`config.mk`:
```
export PLATFORM = sky130hd
export DESIGN_NAME = pc_fetch_unit
export DESIGN_NICKNAME = d
export VERILOG_FILES = /design/src/rtl/pc_fetch_unit.sv
export SDC_FILE = /design/constraint.sdc
export NUM_CORES = 1
export LEC_CHECK = 0
export CAP_MARGIN = 15
export CORE_MARGIN = 2
export CORE_UTILIZATION = 40
export DETAILED_ROUTE_END_ITERATION = 16
export GPL_ROUTABILITY_DRIVEN = 0
export PLACE_DENSITY = 0.74
export SLEW_MARGIN = 30
export SYNTH_ARGS = -nofsm -noshare
export SYNTH_HDL_FRONTEND = slang
export SYNTH_SLANG_ARGS = --single-unit
export TNS_END_PERCENT = 5
```
`constraint.sdc`:
```
create_clock -name clk -period 3.6 [get_ports clk]
set_input_delay 0.36 -clock clk [delete_from_list [all_inputs] [get_ports clk]]
set_output_delay 0.36 -clock clk [all_outputs]
set_load 0.02 [all_outputs]
```
`src/rtl/pc_fetch_unit.sv`:
```
// -----------------------------------------------------------------------------
// pc_fetch_unit
//   Program counter / next-PC unit for the RV32I core. Drives fetch addresses to
//   instruction memory through a valid/ready handshake and takes redirects from
//   the execute stage. It resolves all six conditional branches, jal and jalr,
//   traps on misaligned targets (jump to TRAP_VECTOR, or halt), and keeps
//   counters of accepted fetches and redirects.
//
// Ports
//   clk, rst        clock (rising edge) and synchronous active-high reset
//   fetch_valid_o   pc_o holds a valid fetch address (RUN state only)
//   fetch_ready_i   instruction memory accepts the fetch this cycle
//   pc_o            current fetch address
//   exec_valid_i    execute stage holds an instruction to resolve
//   exec_pc_i       PC of the executing instruction
//   pc_src_i        00 seq, 01 jal, 10 jalr, 11 branch
//   func3_i         branch type (beq/bne/blt/bge/bltu/bgeu)
//   rs1_val_i,
//   rs2_val_i       register operands
//   imm_i           sign-extended immediate
//   link_addr_o     exec_pc_i + 4, the rd value for jal/jalr
//   redirect_o      younger instructions are killed, PC changes next cycle
//   taken_o         branch condition true (branch instructions only)
//   trap_o          one-cycle pulse following a misaligned target
//   trap_pc_o       exec_pc of the last trapping instruction
//   halted_o        unit is in HALT
//   fetch_cnt_o     number of accepted fetches
//   redir_cnt_o     number of redirects, traps included
// -----------------------------------------------------------------------------
module pc_fetch_unit #(
  parameter int unsigned       XLEN         = 32,
  parameter logic [XLEN-1:0]   RESET_VECTOR = 'h0,
  parameter logic [XLEN-1:0]   TRAP_VECTOR  = 'h100,
  parameter int unsigned       IALIGN       = 4,
  parameter bit                HALT_ON_TRAP = 1'b0,
  parameter int unsigned       CNT_W        = 32
) (
  input  logic             clk,
  input  logic             rst,
  output logic             fetch_valid_o,
  input  logic             fetch_ready_i,
  output logic [XLEN-1:0]  pc_o,
  input  logic             exec_valid_i,
  input  logic [XLEN-1:0]  exec_pc_i,
  input  logic [1:0]       pc_src_i,
  input  logic [2:0]       func3_i,
  input  logic [XLEN-1:0]  rs1_val_i,
  input  logic [XLEN-1:0]  rs2_val_i,
  input  logic [XLEN-1:0]  imm_i,
  output logic [XLEN-1:0]  link_addr_o,
  output logic             redirect_o,
  output logic             taken_o,
  output logic             trap_o,
  output logic [XLEN-1:0]  trap_pc_o,
  output logic             halted_o,
  output logic [CNT_W-1:0] fetch_cnt_o,
  output logic [CNT_W-1:0] redir_cnt_o
);

  typedef enum logic [1:0] {
    BOOT = 2'd0,
    RUN  = 2'd1,
    HALT = 2'd2
  } state_e;

  localparam logic [1:0] SRC_JAL    = 2'b01;
  localparam logic [1:0] SRC_JALR   = 2'b10;
  localparam logic [1:0] SRC_BRANCH = 2'b11;

  state_e           state_q, state_d;
  logic [XLEN-1:0]  pc_q, pc_d;
  logic             trap_q;
  logic [XLEN-1:0]  trap_pc_q;
  logic [CNT_W-1:0] fetch_cnt_q, redir_cnt_q;

  logic             run;
  logic             cond;
  logic [XLEN-1:0]  target;
  logic             misalign;
  logic             accept;

  assign run = (state_q == RUN);

  // Branch condition; func3 010/011 are not branches and never take.
  always_comb begin
    cond = 1'b0;
    case (func3_i)
      3'b000:  cond = (rs1_val_i == rs2_val_i);
      3'b001:  cond = (rs1_val_i != rs2_val_i);
      3'b100:  cond = ($signed(rs1_val_i) <  $signed(rs2_val_i));
      3'b101:  cond = ($signed(rs1_val_i) >= $signed(rs2_val_i));
      3'b110:  cond = (rs1_val_i <  rs2_val_i);
      3'b111:  cond = (rs1_val_i >= rs2_val_i);
      default: cond = 1'b0;
    endcase
  end

  assign taken_o = (pc_src_i == SRC_BRANCH) && cond;

  // jalr clears bit 0 of its target; jal and branches are PC-relative.
  assign target = (pc_src_i == SRC_JALR) ? ((rs1_val_i + imm_i) & ~XLEN'(1))
                                         : (exec_pc_i + imm_i);

  assign redirect_o = run && exec_valid_i &&
                      ((pc_src_i == SRC_JAL) || (pc_src_i == SRC_JALR) || taken_o);

  // IALIGN is a power of two, so the modulo reduces to a low-bit mask.
  assign misalign = redirect_o && ((target & XLEN'(IALIGN - 1)) != '0);

  assign accept      = fetch_valid_o && fetch_ready_i;
  assign link_addr_o = exec_pc_i + XLEN'(4);

  // State register.
  always_ff @(posedge clk) begin
    if (rst) begin
      state_q <= BOOT;
    end else begin
      state_q <= state_d;
    end
  end

  // Next state: BOOT lasts one cycle; HALT is left only through reset.
  always_comb begin
    state_d = state_q;
    case (state_q)
      BOOT:    state_d = RUN;
      RUN:     if (misalign && HALT_ON_TRAP) state_d = HALT;
      HALT:    state_d = HALT;
      default: state_d = BOOT;
    endcase
  end

  // State-decoded outputs.
  always_comb begin
    fetch_valid_o = 1'b0;
    halted_o      = 1'b0;
    case (state_q)
      RUN:     fetch_valid_o = 1'b1;
      HALT:    halted_o      = 1'b1;
      default: ;
    endcase
  end

  // Next PC: a misaligned target traps (or freezes pc when halting), a legal
  // redirect beats a sequential advance, and a stalled fetch holds pc.
  always_comb begin
    pc_d = pc_q;
    if (misalign) begin
      pc_d = HALT_ON_TRAP ? pc_q : TRAP_VECTOR;
    end else if (redirect_o) begin
      pc_d = target;
    end else if (accept) begin
      pc_d = pc_q + XLEN'(4);
    end
  end

  // Datapath registers: pc, trap pulse/pc and the performance counters.
  always_ff @(posedge clk) begin
    if (rst) begin
      pc_q        <= RESET_VECTOR;
      trap_q      <= 1'b0;
      trap_pc_q   <= '0;
      fetch_cnt_q <= '0;
      redir_cnt_q <= '0;
    end else begin
      pc_q   <= pc_d;
      trap_q <= misalign;
      if (misalign) begin
        trap_pc_q <= exec_pc_i;
      end
      if (accept) begin
        fetch_cnt_q <= fetch_cnt_q + CNT_W'(1);
      end
      if (redirect_o) begin
        redir_cnt_q <= redir_cnt_q + CNT_W'(1);
      end
    end
  end

  assign pc_o        = pc_q;
  assign trap_o      = trap_q;
  assign trap_pc_o   = trap_pc_q;
  assign fetch_cnt_o = fetch_cnt_q;
  assign redir_cnt_o = redir_cnt_q;

endmodule

```
* Yosys cells after proc, flatten, opt, wreduce, memory -nomap -nowiden *
Cells that the tools add are included.

word-level totals
  flip-flop bits (word level) = 131
  bits in latches = 0
  RAM bits = 0
  bits in read-only memories = 0
  output and inout bits = 165
  logic and storage cells = 50
  memories kept = 0

operators by class
  add/subtract/negate cells = 6
  multiply operators = 0
  divide/modulo/power cells = 0
  magnitude comparators = 4
  equal/unequal tests = 12
  shifts and indexed selects = 0
  multiplexer cells = 8
  bitwise operators = 0
  reductions and logical operators = 13

operators with widths
  operator                 count
  $mux W32                 3
  $add A32 B1 Y32 const B  2
  $add A32 B3 Y32 const B  2
  $add A32 B32 Y32         2
  $ge A32 B32 Y1           2
  $lt A32 B32 Y1           2
  $eq A32 B32 Y1           1
  $ne A32 B32 Y1           1
  $reduce_bool A32 Y1      1
  $eq A3 B3 Y1 const B     4
  $mux W9                  1
  $eq A2 B2 Y1 const B     3
  $pmux W1 S6              1
  $pmux W2 S3              1
  $logic_and A1 B1 Y1      5
  $eq A2 B1 Y1 const B     2
  $eq A3 B1 Y1 const B     1
  $logic_not A3 Y1         1
  $reduce_bool A3 Y1       1
  $logic_not A2 Y1         1
  $logic_or A1 B1 Y1       2
  $mux W1                  2
  $reduce_bool A2 Y1       1
  $reduce_or A2 Y1         1

* Logic depth before layout (Yosys ltp) *
  depth in word-level cells = 7
  gate-level depth with buffers = 15
  depth with buffers taken out = 13

* Worst setup path after synthesis *
No wires, ideal clock.

  path kind = input to register
  from = input rs2_val_i[17]
  to = register redir_cnt_q[31], in the netlist redir_cnt_o[31]
  setup time = 0.123 ns
  arrival = 3.122 ns
  setup slack = 0.355 ns
  cell stages on the path = 13
  cell sequence = inv_1 -> ha_1 -> a21oi_2 -> o21ai_1 -> a2111o_1 -> o311a_1 -> o211a_1 -> nor3_1 -> a31oi_1 -> or2_1 -> buf_2 -> nor4_1 -> mux2_1

between the ends
  cells in the longest elaborated chain, start to end = 5
  elaborated cells on any way between the ends = 10
  classes of those cells = 4 x order compare; 2 x eq/ne; 1 x mux; 3 x reduce/logical

ends and longest elaborated chain
  what                                    RTL line  source
  start, declared                         48        input logic [XLEN-1:0] rs2_val_i,
  $ge A32 B32 Y1 (tied with other cells)  93        3'b111: cond = (rs1_val_i >= rs2_val_i);
  $pmux W1 S6 *                           87        case (func3_i)
  $logic_and A1 B1 Y1 *                   98        assign taken_o = (pc_src_i == SRC_BRANCH) && cond;
  $logic_or A1 B1 Y1 *                    105       ((pc_src_i == SRC_JAL) || (pc_src_i == SRC_JALR) || taken_o);
  $logic_and A1 B1 Y1 *                   104       assign redirect_o = run && exec_valid_i &&
  end signal, assigned                    175       redir_cnt_q <= redir_cnt_q + CNT_W'(1);
  end, declared                           74        logic [CNT_W-1:0] fetch_cnt_q, redir_cnt_q;

Every way passes the cells marked *; elsewhere a longest branch is shown, timed or not.
A chain may end at the register's enable or synchronous reset.

* Final worst setup path *
  from = input rs1_val_i[18]
  to = output redirect_o

between the ends
  cells in the longest elaborated chain, start to end = 5
  elaborated cells on any way between the ends = 10
  classes of those cells = 4 x order compare; 2 x eq/ne; 1 x mux; 3 x reduce/logical

ends and longest elaborated chain
  what                                    RTL line  source
  start, declared                         47        input logic [XLEN-1:0] rs1_val_i,
  $ge A32 B32 Y1 (tied with other cells)  93
  $pmux W1 S6 *                           87
  $logic_and A1 B1 Y1 *                   98
  $logic_or A1 B1 Y1 *                    105
  $logic_and A1 B1 Y1 *                   104
  end, declared                           51        output logic redirect_o,

Marked as above.

==> load_flow_metrics.sql <==
INSERT INTO impl_metrics (metric_group, metric, value, unit) VALUES
('status', 'status', 'finished, violations left', ''),
('status', 'violated_checks', 'setup timing', ''),
('timing', 'slew_viols_final', '0', ''),
('yosys', 'synthesized_area_fraction_occupied_by_ao_oa_aoi_and_oai_cells', '22.2', '%'),
('yosys', 'synthMostInstantiatedCell', 'sky130_fd_sc_hd__dfxtp_1', ''),
('critical_path', 'critPathMaxFanout', '3', ''),
('floorplanning', 'horizontal_die_dimension', '165', 'um'),
('critical_path', 'critical_path_data_required_time', '3240', 'ps'),
('pwr', 'leakage', '6.23', 'nW'),
('yosys', 'post_synth_mux_area_share', '0.902', '%'),
('worst_hold_path', 'holdCritPathClass', 'reg2reg', ''),
('timing', 'setup_violations', '3', ''),
('timing', 'period_needed', '3640', 'ps'),
('yosys', 'yosysWarnings', '0', ''),
('cts', 'postCtsHoldBufs', '0', ''),
('floorplanning', 'ios', '302', ''),
('detailed_routing', 'drt_pass1_iterations', '5', ''),
('global_routing', 'grt_max_degree', '50', ''),
('detailed_routing', 'routed_wire_length_per_instance', '17.3', 'um'),
('floorplanning', 'num_rows', '59', ''),
('cts', 'cts.sinks', '131', ''),
('yosys', 'syn_avg_cell_area', '7.89', 'sq um'),
('yosys', 'proportion_of_register_bits_with_asynchronous_set_or_reset_after_synthesis', '0', '%'),
('cells_and_area', 'antenna_cells', '0', ''),
('cells_and_area', 'num-fill-cells', '2236', ''),
('yosys', 'ys.flop_type', 'sky130_fd_sc_hd__dfxtp_1', ''),
('global_routing', 'grt_antenna_before_repair', '1', ''),
('cells_and_area', 'layout-drive-gt1-share', '12.4', '%'),
('critical_path', 'timing.rr.end', 'redir_cnt_o[29]', ''),
('critical_path', 'critical_path.endpoint', 'redirect_o', ''),
('yosys', 'post_synth_xor_area_fraction', '11.8', '%'),
('critical_path', 'worstSetupPathType', 'in2out', ''),
('yosys', 'commonest_cells_in_the_synthesized_netlist', '131 x sky130_fd_sc_hd__dfxtp_1, 114 x sky130_fd_sc_hd__nor2_1, 100 x sky130_fd_sc_hd__nand2_1', ''),
('yosys', 'synth_fa_ha_area_share', '12.3', '%'),
('global_routing', 'met1_grt_util', '33.0', '%'),
('cts', 'clock_path_buffers', '2', ''),
('timing', 'worst_slack', '-36.0', 'ps'),
('cells_and_area', 'final_design_utilization', '60.0', '%'),
('pwr', 'power_density', '314', 'nW/um^2'),
('timing', 'timing.hold.ws', '459', 'ps'),
('timing', 'hold_viol_final', '0', ''),
('global_routing', 'met2_layer_usage_reported_by_global_route', '42.4', '%'),
('critical_path', 'arrival', '3280', 'ps'),
('yosys', 'netlist-cell-type-count', '78', ''),
('yosys', 'synth_area_leader_cell', 'sky130_fd_sc_hd__dfxtp_1', ''),
('yosys', 'synth_cells', '1318', ''),
('global_routing', 'grt_busiest_layer', 'met2', ''),
('cts', 'clock_latency_on_the_worst_skew_pair', '420', 'ps'),
('critical_path', 'crit-reg2reg-launch', 'redir_cnt_o[3]', ''),
('detailed_routing', 'routed_via_density', '5.59', ''),
('global_routing', 'wire_length_of_the_first_global_routing_pass', '55.3', 'mm'),
('yosys', 'synth-simple-area-share', '23.2', '%'),
('detailed_routing', 'post-route-drc-count', '0', ''),
('timing', 'max_freq', '275', 'MHz'),
('yosys', 'synth_top_family_by_area', 'simple AND/OR/NAND/NOR gates', ''),
('floorplanning', 'floorplan.initialDensity', '40.4', '%'),
('placement', 'post-dp-hpwl', '28.5', 'mm'),
('timing', 'slew-limit-headroom', '53.0', '%'),
('cts', 'cts_tree', 'yes', ''),
('cts', 'cts_root_buffer', 'sky130_fd_sc_hd__clkbuf_16', ''),
('yosys', 'yosys.area.top_type_share', '25.2', '%'),
('timing', 'finalClockSkew', '9.76', 'ps'),
('yosys', 'synth_edf_count', '0', ''),
('yosys', 'post_synth_instance_area', '10400', 'sq um'),
('job', 'drv.max_cap_violation_count', '0', ''),
('global_routing', 'track_usage', '25.6', '%'),
('pwr', 'vdd.ir_drop.worst', '0.301', 'mV'),
('floorplanning', 'die_h', '165', 'um'),
('critical_path', 'start_kind', 'input pin', ''),
('worst_hold_path', 'timing.hold.worst.start', 'state_q[1]', ''),
('cts', 'htreeDepth', '4', '');
==> critical path, stage by stage <==
cell and delay (ps):
sky130_fd_sc_hd__clkdlybuf4s50_1 470, sky130_fd_sc_hd__ha_1 320, sky130_fd_sc_hd__nand2_1 120, sky130_fd_sc_hd__o21ai_2 80
sky130_fd_sc_hd__a2111o_1 470, sky130_fd_sc_hd__o311a_1 430, sky130_fd_sc_hd__o211a_1 270, sky130_fd_sc_hd__nor3_2 160
sky130_fd_sc_hd__a31oi_2 140, sky130_fd_sc_hd__or2_4 270, sky130_fd_sc_hd__inv_4 80, sky130_fd_sc_hd__buf_6 110
==> layout make-up <==
class	count	area (sq um)	share of cell area (%)
Multi-Input combinational cell	1073	7460	48.3
Clock inverter	14	166	1.08
Clock buffer	18	429	2.78
Timing Repair Buffer	439	4100	26.5
Tap cell	335	419	2.71
Sequential cell	131	2620	17.0
Inverter	67	254	1.64
==> power breakdown <==
group          switching (mW)  leakage, nW  internal [mW]
Combinational           0.783         4.88          0.727
Clock                   0.766        0.282           1.04
Sequential             0.0425         1.06           1.49
Total                    1.59         6.23           3.26
==> worst min-delay path by stage <==
stage	slack, ps	cells past startpoint	end
5_1_grt	490	1	state_q[0]
6_report	460	1	state_q[0]
3_3_place_gp	430	1	state_q[0]
4_1_cts	460	1	state_q[0]
2_1_floorplan	420	1	state_q[0]
3_5_place_dp	450	1	state_q[0]
==> metal layers <==
metal	wire length, um	vias to the layer above	part of all wire, %
met2	16500	465	46
met1	15600	5426	44
met4	963	2	2.7
li1	-	5650	-
met5	16	-	0.045
met3	2780	58	7.7
==> layout by cell type, fill, tap and decap left out, drive strengths merged, types with 13 or more instances in the layout <==
master,count
ha,99
clkdlybuf4s50,294
xor2,56
a211oi,37
and4,13
clkbuf,18
o21ai,62
and3,26
nand2,100
nor4,14
a22o,32
a21o,18
xnor2,84
nor2,114
nand3,68
inv,73
buf,141
nor3,43
nand4,29
o21a,17
a21oi,100
and2,13
dfxtp,131
==> state kept, by name, summed over array words and instances, names as in the netlist, named ones only <==
name and count:
fetch_cnt_o 32, pc_o 30, redir_cnt_o 32, state_q 2
trap_o 1, trap_pc_o 32
==> logic make-up (layout without fill, tap and decap cells) <==
family,count (synthesis),in the layout
compound gates,349,349
flops,131,131
xor+xnor,140,140
simple gates,474,474
buf+inv,114,538
fa+ha+maj,101,101
mux,9,9
==> per-stage QoR <==
stage               setup WS (ps)  setup TNS [ps]  instance area, sq um  std cells  total power, mW
detailed placement           -703          -37720                 14700       2043             3.03
global route                 -158           -1160                 15500       2077             5.07
CTS                          49.0               0                 15300       2075             4.84
finish                      -36.0           -76.5                 15500       2077             4.85
global placement             -635          -30630                 14700       2043             3.01
floorplan                     355               0                 10400       1318             2.36
==> repair_timing <==
item,4_1_cts,5_1_grt
resized for setup,13,23
setup buffers,0,2
pin swaps,3,10
hold endpoints to repair,0,0
endpoints found under the setup margin,20,19
Power figures use the tool's default switching activity.
==> RTL edit (same settings) <==
Reset style: asynchronous (`rst`), changed in 2 clocked blocks. Comments in the files are not updated.
--- a/src/rtl/pc_fetch_unit.sv
+++ b/src/rtl/pc_fetch_unit.sv
@@ -111,7 +111,7 @@
   assign link_addr_o = exec_pc_i + XLEN'(4);
 
   // State register.
-  always_ff @(posedge clk) begin
+  always_ff @(posedge clk or posedge rst) begin
     if (rst) begin
       state_q <= BOOT;
     end else begin
@@ -155,7 +155,7 @@
   end
 
   // Datapath registers: pc, trap pulse/pc and the performance counters.
-  always_ff @(posedge clk) begin
+  always_ff @(posedge clk or posedge rst) begin
     if (rst) begin
       pc_q        <= RESET_VECTOR;
       trap_q      <= 1'b0;
Check against the original RTL: differs if rst is asserted again (counterexample within 4 cycles, from zero or initial values and one cycle with rst high); with rst held inactive, the same outputs for 10 cycles.
==> RTL edit against the original RTL <==
- wire length down 7.7%
- highest routed layer is now met4
- critical path depth unchanged
- combinational power up 72%
- area after synthesis up 1.4%
- total power up 34%
- die area up 1.4%
- global-route usage down 1.9 points
- worst setup slack better by 0.12 ns
- cell count down 8.6%
- critical path type unchanged
- sequential share of layout area up 4.6 points
- cell area down 1.6%
- utilization down 1.5 points
- sequential cell count unchanged
==> RTL edit: results <==
{
  "outcome": "completed",
  "seq_area_frac_synth_pct": 31.1,
  "cts_setup_buffers": 0,
  "vias": 10266,
  "n_fill_cell": 2285,
  "grt_util_met3_pct": 4.27,
  "synth_cell_types": 64,
  "preCtsSetupSlack_ns": -0.390,
  "wl_met3_um": 2100,
  "yosysTopAreaCellShare_pct": 31.1,
  "use_met1_pct": 32.4,
  "peakVddDrop_mv": 0.354,
  "htree_num_levels": 4,
  "grt.total_usage_pct": 23.7,
  "cp_slowest_cell": "clkdlybuf4s50_1",
  "drt_iter0_markers": 761,
  "switchingPower_mw": 2.33,
  "cts_buffer_depth": 2,
  "routed_wl_um": 33200,
  "layout.nets": 1788,
  "fin_worst_skew_ns": 0.0153,
  "worstHoldPathType": "primary input to asynchronous set/reset pin",
  "top_layer": "met4",
  "dp_hpwl_um": 26400,
  "clk_latency_ns": 0.42,
  "numCtsBuffers": 17,
  "crit_path_max_incr_delay_ns": 0.45,
  "synth_nets": 1415,
  "synth.area.top_cells": "dfrtp_1 (31%), ha_1 (12%), xnor2_1 (11%)",
  "grt_max_degree": 77,
  "cp_data_arrival_time_ns": 3.16,
  "grt_pass1_wl_um": 52800,
  "cts_root_buffer": "clkbuf_16",
  "cts.clk_slew.worst_paths_ns": 0.07,
  "routedLengthMet1_um": 15200,
  "route.met2.wl_um": 15200,
  "antenna_found_initial": 1,
  "use_met2_pct": 38.6,
  "layout-drive-gt1-share_pct": 11.1,
  "io_buffers": 301,
  "power_leakage_nw": 6.66,
  "ys_warn_count": 0,
  "synth_async_sr_flop_share_pct": 100,
  "maxSlewHeadroom_pct": 47.0,
  "crit_fanout": 4,
  "post_synth_most_frequent_cells": "dfrtp_1 (131), xnor2_1 (129), ha_1 (99), nand2_1 (95), nor2_1 (75)",
  "path_delay_family": "compound AO/OA/AOI/OAI gates",
  "dr.pass1.iters": 5
}
[RTL edit: cell count changes in the layout (fill, tap and decap cells not counted), moves of 26 or more]
cell	change
nand4_1	+31
xnor2_1	+45
dfxtp_1	-131
a211oi_1	-26
dfrtp_1	+131
a22o_1	-31
mux2_4	+29
nor3_1	-27
a21oi_1	-26
buf_4	-50
nor2_1	-36
[RTL edit: timing repair]
action	CTS	global route
setup endpoints to repair	2	9
pin swaps	1	0
gates cloned	0	0
gates resized for setup	5	3
[RTL edit: worst paths after layout]
kind | startpoint | end | slack (ns) | cells past startpoint
setup / recovery | rs2_val_i[29] | redirect_o | 0.08 | 12
hold / removal | rst | fetch_cnt_o[22]$_DFFE_PP0P_ | 0.33 | 2
setup reg to reg | state_q[0]$_DFFE_PP0N_ | fetch_cnt_o[31]$_DFFE_PP0P_ | 0.90 | 9
hold reg to reg | state_q[0]$_DFFE_PP0N_ | state_q[1]$_DFFE_PP0N_ | 0.45 | 1
max in group asynchronous | rst | trap_pc_o[16]$_DFFE_PP0P_ | 2.44 | 3
min in group clk | state_q[0]$_DFFE_PP0N_ | state_q[1]$_DFFE_PP0N_ | 0.45 | 1
[RTL edit: logic make-up after synthesis]
| logic type | count (synthesis) | share of synthesized area, % |
|---|---|---|
| xor gates and xnor gates | 176 | 14.6 |
| AOI/OAI and AO/OA | 255 | 15.5 |
| and+or+nand+nor | 380 | 17.9 |
| DFF | 131 | 31.1 |
| muxes | 38 | 5.04 |
| buffers and inverters | 96 | 3.72 |
| adders and majority gates | 101 | 12.1 |
[RTL edit: power by group through the flow]
stage | Sequential (mW) | Clock (mW) | Combinational, mW
after floorplan | 2.27 | 0 | 1.12
after global placement | 2.00 | 0 | 2.56
after detailed placement | 2.00 | 0 | 2.59
after CTS | 1.99 | 1.94 | 2.60
after global routing | 2.03 | 2.01 | 2.80
final | 1.99 | 1.90 | 2.60
[RTL edit: through the flow]
step                      TNS [ns]  instance area [um^2]  hold slack [ns]  std cells  util [%]
after floorplan                  0                 10600            0.417       1177         -
final                            0                 15200            0.332       1899      58.5
after global routing       -0.0786                 15200            0.360       1899      58.5
after detailed placement    -20.24                 14600            0.435       1866      56.0
after CTS                        0                 15200            0.323       1898      58.5
after global placement      -14.21                 14600            0.429       1866      56.0
[RTL edit: area by class of cell]
| cell class | instances | area share [%] |
|---|---|---|
| Multi-Input combinational cell | 950 | 45.4 |
| Timing Repair Buffer | 390 | 24.6 |
| Sequential cell | 131 | 21.6 |
| Clock buffer | 18 | 2.89 |
| Tap cell | 335 | 2.76 |
| Inverter | 60 | 1.51 |
| Clock inverter | 14 | 1.26 |
| Antenna cell | 1 | 0.0165 |
